--- src/rtl/formula_loader_pkg.sv ---
// Shared formula types for the solver's formula interface, plus loader FSM states.
// Literal = {variable index, polarity}; unused slots are kept zero.
package common;
  localparam int number_literal    = 5;
  localparam int number_clauses    = 10;
  localparam int width_litarray    = 2;
  localparam int width_clausearray = 3;

  typedef struct packed {
    logic [width_litarray:0] num;
    logic                    val;
  } lit;

  typedef lit [number_literal-1:0] lit_array;

  typedef struct packed {
    lit_array                lits;
    logic [width_litarray:0] len;
  } clause;

  typedef clause [number_clauses-1:0] clause_array;

  typedef struct packed {
    clause_array                clauses;
    logic [width_clausearray:0] len;
  } formula;

  localparam formula zero_formula = '0;

  typedef enum logic [1:0] {S_COLLECT, S_DRAIN, S_DONE} loader_state_t;

  function automatic logic lit_legal(input logic [width_litarray:0] num);
    return (num != '0) && (32'(num) <= number_literal);
  endfunction
endpackage

--- src/rtl/formula_loader.sv ---
// Assembles a literal-serial stream into one packed formula; f_valid rises 1 cycle after the last beat.
// in_ready drops while a finished formula waits for f_ready; malformed formulas are drained and pulse err.
module formula_loader
  import common::*;
#(
  parameter int NUM_CLAUSES  = number_clauses,
  parameter int NUM_LITERALS = number_literal
) (
  input  logic                    clk,
  input  logic                    rst_n,
  input  logic                    in_valid,
  output logic                    in_ready,
  input  logic [width_litarray:0] in_num,
  input  logic                    in_val,
  input  logic                    in_last_lit,
  input  logic                    in_last_clause,
  output logic                    f_valid,
  input  logic                    f_ready,
  output formula                  f_out,
  output logic                    err
);
  localparam logic [width_litarray:0]    LIT_MAX = NUM_LITERALS[width_litarray:0];
  localparam logic [width_clausearray:0] CLS_MAX = NUM_CLAUSES[width_clausearray:0];

  loader_state_t              state;
  loader_state_t              state_nx;
  logic [width_litarray:0]    lit_idx;
  logic [width_clausearray:0] cls_idx;
  logic                       accept;
  logic                       beat_end;
  logic                       beat_bad;
  logic                       do_write;
  logic                       do_clear;
  logic                       err_nx;

  assign in_ready = (state != S_DONE);
  assign accept   = in_valid && in_ready;
  assign beat_end = in_last_lit && in_last_clause;
  // Overflow is caught here, before any counter could increment past its slot range.
  assign beat_bad = !lit_legal(in_num) || (lit_idx == LIT_MAX) || (cls_idx == CLS_MAX);

  always_comb begin
    state_nx = state;
    do_write = 1'b0;
    do_clear = 1'b0;
    err_nx   = 1'b0;
    case (state)
      S_COLLECT: begin
        if (accept) begin
          if (beat_bad) begin
            if (beat_end) begin
              err_nx   = 1'b1;
              do_clear = 1'b1;
            end else begin
              state_nx = S_DRAIN;
            end
          end else begin
            do_write = 1'b1;
            if (beat_end) state_nx = S_DONE;
          end
        end
      end
      S_DRAIN: begin
        if (accept && beat_end) begin
          err_nx   = 1'b1;
          do_clear = 1'b1;
          state_nx = S_COLLECT;
        end
      end
      S_DONE: begin
        if (f_valid && f_ready) begin
          do_clear = 1'b1;
          state_nx = S_COLLECT;
        end
      end
      default: begin
        do_clear = 1'b1;
        state_nx = S_COLLECT;
      end
    endcase
  end

  always_ff @(posedge clk) begin
    if (!rst_n) begin
      state   <= S_COLLECT;
      f_out   <= zero_formula;
      f_valid <= 1'b0;
      err     <= 1'b0;
      lit_idx <= '0;
      cls_idx <= '0;
    end else begin
      state   <= state_nx;
      f_valid <= (state_nx == S_DONE);
      err     <= err_nx;
      if (do_clear) begin
        f_out   <= zero_formula;
        lit_idx <= '0;
        cls_idx <= '0;
      end else if (do_write) begin
        f_out.clauses[cls_idx].lits[lit_idx] <= '{num: in_num, val: in_val};
        f_out.clauses[cls_idx].len           <= lit_idx + 1'b1;
        if (in_last_lit) begin
          lit_idx   <= '0;
          cls_idx   <= cls_idx + 1'b1;
          f_out.len <= cls_idx + 1'b1;
        end else begin
          lit_idx <= lit_idx + 1'b1;
        end
      end
    end
  end
endmodule

--- config.mk ---
export PLATFORM = sky130hd
export DESIGN_NAME = formula_loader
export DESIGN_NICKNAME = d
export VERILOG_FILES = /design/src/rtl/formula_loader_pkg.sv /design/src/rtl/formula_loader.sv
export SDC_FILE = /design/constraint.sdc
export NUM_CORES = 1
export LEC_CHECK = 0
export BUFFER_PORTS_ARGS = -buffer_cell sky130_fd_sc_hd__buf_2
export CORE_UTILIZATION = 55
export DETAILED_ROUTE_END_ITERATION = 6
export GPL_ROUTABILITY_DRIVEN = 0
export GPL_TIMING_DRIVEN = 0
export PLACE_DENSITY_LB_ADDON = 0.15
export SETUP_SLACK_MARGIN = 0.5
export SYNTH_ARGS = -nofsm -noshare
export SYNTH_HDL_FRONTEND = slang
export SYNTH_SLANG_ARGS = --single-unit
--- constraint.sdc ---
create_clock -name clk -period 6.4 [get_ports clk]
set_input_delay 0.64 -clock clk [delete_from_list [all_inputs] [get_ports clk]]
set_output_delay 0.64 -clock clk [all_outputs]
set_load 0.01 [all_outputs]
### After elaboration in Yosys (flattened, before gate mapping)

Cells that the tools add are included.

| word-level totals | value |
|---|---|
| register bits after elaboration | 241 |
| bits of input ports | 10 |
| output and inout bits | 237 |
| logic and storage cells | 169 |

| cells by class | value |
|---|---|
| add/sub/neg operators | 2 |
| magnitude comparators | 5 |
| equal/unequal tests | 6 |
| multiplexer cells | 26 |
| bitwise logic cells | 1 |
| reductions and logical operators | 14 |

Operator list:

| operator | number |
|---|---|
| $bwmux 230 | 2 |
| $demux 23 s4 | 2 |
| $mux 23 | 1 |
| $demux 4 s3 | 1 |
| $mux 2 | 6 |
| $mux 1 | 8 |
| $logic_and 1x1->1 | 7 |
| $mux 3 | 2 |
| $pmux 2 s3 | 1 |
| $lt 4x5->1 const B | 1 |
| $add 4x1->4 const B | 1 |
| $eq 2x2->1 const B | 2 |
| $eq 4x4->1 const B | 1 |
| $ge 4x1->1 const B | 1 |
| $lt 3x4->1 const B | 1 |
| $mux 4 | 1 |
| $add 3x1->3 const B | 1 |
| $eq 3x3->1 const B | 1 |
| $ge 3x1->1 const B | 1 |
| $le 3x3->1 const B | 1 |
| $pmux 1 s3 | 1 |
| $reduce_bool 3->1 | 1 |
| $eq 2x1->1 const B | 1 |
| $logic_not 2->1 | 1 |
| 7 further kinds | 8 |

### Logic depth before layout (Yosys ltp)

| depth | value |
|---|---|
| depth in word-level cells | 9 |
| gate-level depth with buffers | 10 |

### Least setup slack after synthesis

Ideal clock, no wire load.

| path | value |
|---|---|
| kind | input port to flip-flop |
| start | in in_num[1] |
| end | reg f_out[121] (netlist bit) |
| setup time | 152 ps |
| arrival | 2178 ps |
| required time | 6248 ps |
| slack | 4069 ps |
| stages | 7 |
| path through | buf_2 > nor3_4 > nor4_2 > o311ai_2 > buf_2 > buf_4 > a211oi_1 |

| on the way | value |
|---|---|
| word-level cells in the longest chain between the ends | 9 |
| elaborated cells between the ends (all ways) | 13 |

RTL lines:

| what | line | source |
|---|---|---|
| start: declaration | formula_loader.sv:13 | `input logic [width_litarray:0] in_num,` |
| $le 3x3->1 / $reduce_bool 3->1 (equally long branches) | formula_loader_pkg.sv:33 | `return (num != '0) && (32'(num) <= number_literal);` |
| $logic_and 1x1->1 (*) | formula_loader_pkg.sv:33 |  |
| $logic_not 1->1 (*) | formula_loader.sv:40 | `assign beat_bad = !lit_legal(in_num) \|\| (lit_idx == LIT_MAX) \|\| (cls_idx == CLS_MAX);` |
| $logic_or 1x1->1 (*) (2 in series) | formula_loader.sv:40 |  |
| $mux 1 | formula_loader.sv:50 | `if (beat_bad) begin` |
| $mux 1 | formula_loader.sv:49 | `if (accept) begin` |
| $pmux 1 s3 | formula_loader.sv:47 | `case (state)` |
| $reduce_or 2->1 (no line) | n/a |  |
| end signal: assignment | formula_loader.sv:86 | `f_out <= zero_formula;` |
| end signal: assignment | formula_loader.sv:96 | `f_out <= zero_formula;` |
| end: declaration | formula_loader.sv:19 | `output formula f_out,` |

Every way passes the cells marked *; elsewhere a longest branch is shown, timed or not.
A chain may end at the register's enable or synchronous reset.

### Worst setup path in the final report

| path | value |
|---|---|
| start | reg lit_idx[0] |
| end | reg f_out[81] (netlist bit) |

| on the way | value |
|---|---|
| word-level cells in the longest chain between the ends | 8 |
| elaborated cells between the ends (all ways) | 19 |

RTL lines:

| what | line | source |
|---|---|---|
| start: declaration | formula_loader.sv:27 | `logic [width_litarray:0] lit_idx;` |
| start signal: assignment | formula_loader.sv:107 | `lit_idx <= lit_idx + 1'b1;` |
| $lt 3x4->1 (implied by the code) / $ge 3x1->1 (equally long branches) | formula_loader.sv:100 | `f_out.clauses[cls_idx].lits[lit_idx] <= '{num: in_num, val: in_val};` |
| $logic_and 1x1->1 (implied by the code) | formula_loader.sv:100 |  |
| $mux 4 (implied by the code) | formula_loader.sv:100 |  |
| $demux 4 s3 | formula_loader.sv:100 |  |
| $mux 23 (implied by the code) | formula_loader.sv:100 |  |
| $demux 23 s4 | formula_loader.sv:100 |  |
| $bwmux 230 | formula_loader.sv:100 |  |
| $bwmux 230 | formula_loader.sv:101 | `f_out.clauses[cls_idx].len <= lit_idx + 1'b1;` |

Parallel ways exist; a longest one is shown, timed or not.

==> impl_metrics.py <==
metrics = {
    "critical_path": {
        "critical-path-slowest-cell": "nor3b_2",
        "crit_arrival_ns": 3.39,
        "worst_setup_path_end_kind": "register",
        "critical_path_buf_inv_count": 2,
        "cp_max_fo": 10,
        "path_cells": "clkbuf_1 -> nor3b_2 -> nand4_1 -> clkbuf_1 -> o21ai_0 -> a21oi_1",
        "cpMostUsedCell": "clkbuf_1",
        "slowest_delay_ns": 0.68,
        "path_delay_family": "simple AND/OR/NAND/NOR gates",
        "crit_type": "reg2reg",
        "required_ns": 6.81,
        "critPathLaunchType": "register",
    },
    "global_routing": {
        "antenna_found_initial": 0,
        "overflow": 0,
        "grt_pass1_wl_um": 52100,
        "grt_pass1_vias": 9404,
        "grt_usage": 0.367,
        "grt_max_degree": 14,
    },
    "finish": {
        "area_growth_pct": 23.4,
        "mostFrequentLayoutCells": "buf_2, dfxtp_1, a21oi_1, o21ai_0, nand3_1",
        "postLayoutCellArea_um2": 12100,
        "final_cells": 1686,
        "drive_gt1_frac": 0.244,
        "fill_cells": 1489,
        "postLayoutCoreUtil": 0.698,
        "antenna_cells": 0,
        "seq_area_um2": 4820,
        "mostFrequentLayoutCell": "buf_2",
        "multi_input_area_um2": 4290,
        "nets": 1458,
    },
    "timing": {
        "skew_ns": 0.0159,
        "fin_crit_sh": 0.465,
        "fmax_mhz": 336,
        "tns_ns": 0,
        "hold_ws_ns": 0.404,
        "slew_violations": 0,
        "grt_setup_unrepaired": "false",
        "hold_violations": 0,
        "setup_slack_ns": 3.42,
        "worst_pin_slew_ns": 1.20,
        "finalSetupViolations": 0,
        "period_minus_slack_ns": 2.98,
        "max_slew_margin": 0.196,
    },
    "yosys": {
        "syn_area_um2": 9820,
        "async_reset_ff_frac": 0,
        "syn_inst": 1173,
        "postSynthAreaPerCell_um2": 8.37,
        "seq_area_frac_synth": 0.491,
        "yosys_warnings": 0,
        "synth.ff_latch_count": 241,
        "synth.distinct_cells": 44,
        "synth-edff-count": 0,
        "synthesis.nets": 1189,
        "synth-main-ff-cell": "dfxtp_1",
    },
    "placement": {
        "port_buffers": 242,
        "dpl.hpwl_um": 24300,
        "place_area_um2": 11300,
        "post-place-cells": 1640,
        "dpl_worst_slack_ns": 3.60,
    },
    "route": {
        "drtPass1Iterations": 5,
        "wire_per_inst_um": 20.5,
        "drtIter0Drc": 1049,
        "postRouteWirelength_um": 34600,
        "drcViolationCount": 0,
        "final_antenna_net_count": 0,
        "avgViaCountPerCell": 6.21,
        "dr_total_vias": 10500,
    },
    "cts": {
        "post-cts-setup-buffers": 0,
        "cts.sinks": 241,
        "root_buffer": "clkbuf_16",
        "clkTransAtPathRegs_ns": 0.06,
        "post_cts_resized": 0,
        "numCtsBuffers": 25,
        "worst_skew_pair.late_latency_ns": 0.53,
        "h-tree-depth": 1,
        "cts_tree": "done",
        "cts_hold_buf": 0,
        "cts_buffer_depth": 3,
    },
    "power": {
        "powerDensity_nw_per_um2": 261,
        "ir_drop_uv": 183,
        "finalPower_mw": 3.16,
        "p_leak_nw": 4.78,
    },
    "floorplan": {
        "ios": 247,
        "die_area_um2": 18400,
        "core_um2": 17400,
        "die_y_um": 136,
        "rows": 48,
        "die_x_um": 136,
        "initial_core_util": 0.566,
    },
    "min_path": {
        "hold_class": "in2reg",
    },
    "flow_run": {
        "max_cap_violations": 0,
    },
    "outcome": {
        "status": "finished clean",
    },
}
## where the power goes
part / internal [mW] / switching [mW] / leakage (nW) / total (mW)
clock: 0.833 / 0.610 / 0.402 / 1.44
combinational: 0.0467 / 0.160 / 2.43 / 0.206
sequential: 1.51 / 0.00485 / 1.94 / 1.51
## synth_stat cells (2+ instances only)
cell type  count  share of area
nor4bb_1       3         0.0031
a311oi_1       3         0.0027
buf_4         23          0.018
buf_2         33          0.017
or3_1         11         0.0070
o21ai_0      208           0.11
nand3_1      182          0.093
and4_1         4         0.0036
clkbuf_1      86          0.033
inv_1          5         0.0019
a21oi_1      223           0.11
nor3b_1        4         0.0031
nor2_1        20         0.0076
a211oi_1      17          0.013
nor3b_2        4         0.0051
clkbuf_2       2         0.0010
and3b_1        6         0.0054
o21ai_1        2         0.0010
nand2_1       18         0.0069
dfxtp_1      241           0.49
nand4_1       32          0.020
or4_1          2         0.0015
nand3b_1       5         0.0038
buf_1          2        0.00076
nor3_1         2         0.0010
nand2b_1       4         0.0025
nor4_4         5          0.011
ha_1           6         0.0076
or3b_2         3         0.0027
nor4_1         2         0.0013
o31ai_1        2         0.0015
## path summary, 6_finish.rpt
| check | slack [ns] | cells after the start | end | startpoint |
|---|---|---|---|---|
| worst min-delay path | 0.40 | 3 | state[1] | rst_n |
| worst min register to register | 0.45 | 2 | f_out[142] | f_out[142] |
| worst max register to register | 3.42 | 6 | f_out[81] | lit_idx[0] |
| worst max-delay path | 3.42 | 6 | f_out[81] | lit_idx[0] |
## area by class of cell
class | instances | share of cell area
clock inverter | 8 | 0.00599
buffer | 147 | 0.0569
multi-input combinational | 780 | 0.354
clock buffer | 38 | 0.0606
timing repair buffer | 242 | 0.0999
sequential | 241 | 0.398
inverter | 5 | 0.00155
tap | 225 | 0.0232
## layer usage
metal / track usage / part of all wire / up-vias
met4: 0.187 / 0.048 / 0
met3: 0.0715 / 0.11 / 106
li1: - / - / 4782
met2: 0.568 / 0.45 / 664
met1: 0.485 / 0.40 / 4926
met5: 0 / 0 / -
## sequential cells by signal, indices dropped and copies added (netlist names)
register,flops
f_valid,1
f_out,230
cls_idx,4
state,2
err,1
lit_idx,3
## cells by family (layout without fill, tap and decap cells)
| logic type | Yosys count | count (layout) | share of synthesized area |
|---|---|---|---|
| DFF | 241 | 241 | 0.491 |
| and+or+nand+nor | 313 | 313 | 0.185 |
| xor gates and xnor gates | 1 | 1 | 0.000892 |
| adders and majority gates | 6 | 6 | 0.00764 |
| buffers and inverters | 152 | 440 | 0.0721 |
| AOI/OAI and AO/OA | 460 | 460 | 0.243 |
## worst reg2reg max path, stage by stage, from the launching register on
cell and delay [ns]:
dfxtp_1 0.41, clkbuf_1 0.38, nor3b_2 0.68, nand4_1 0.59
clkbuf_1 0.39, o21ai_0 0.31, a21oi_1 0.11
(Power assumes the default switching activity.)
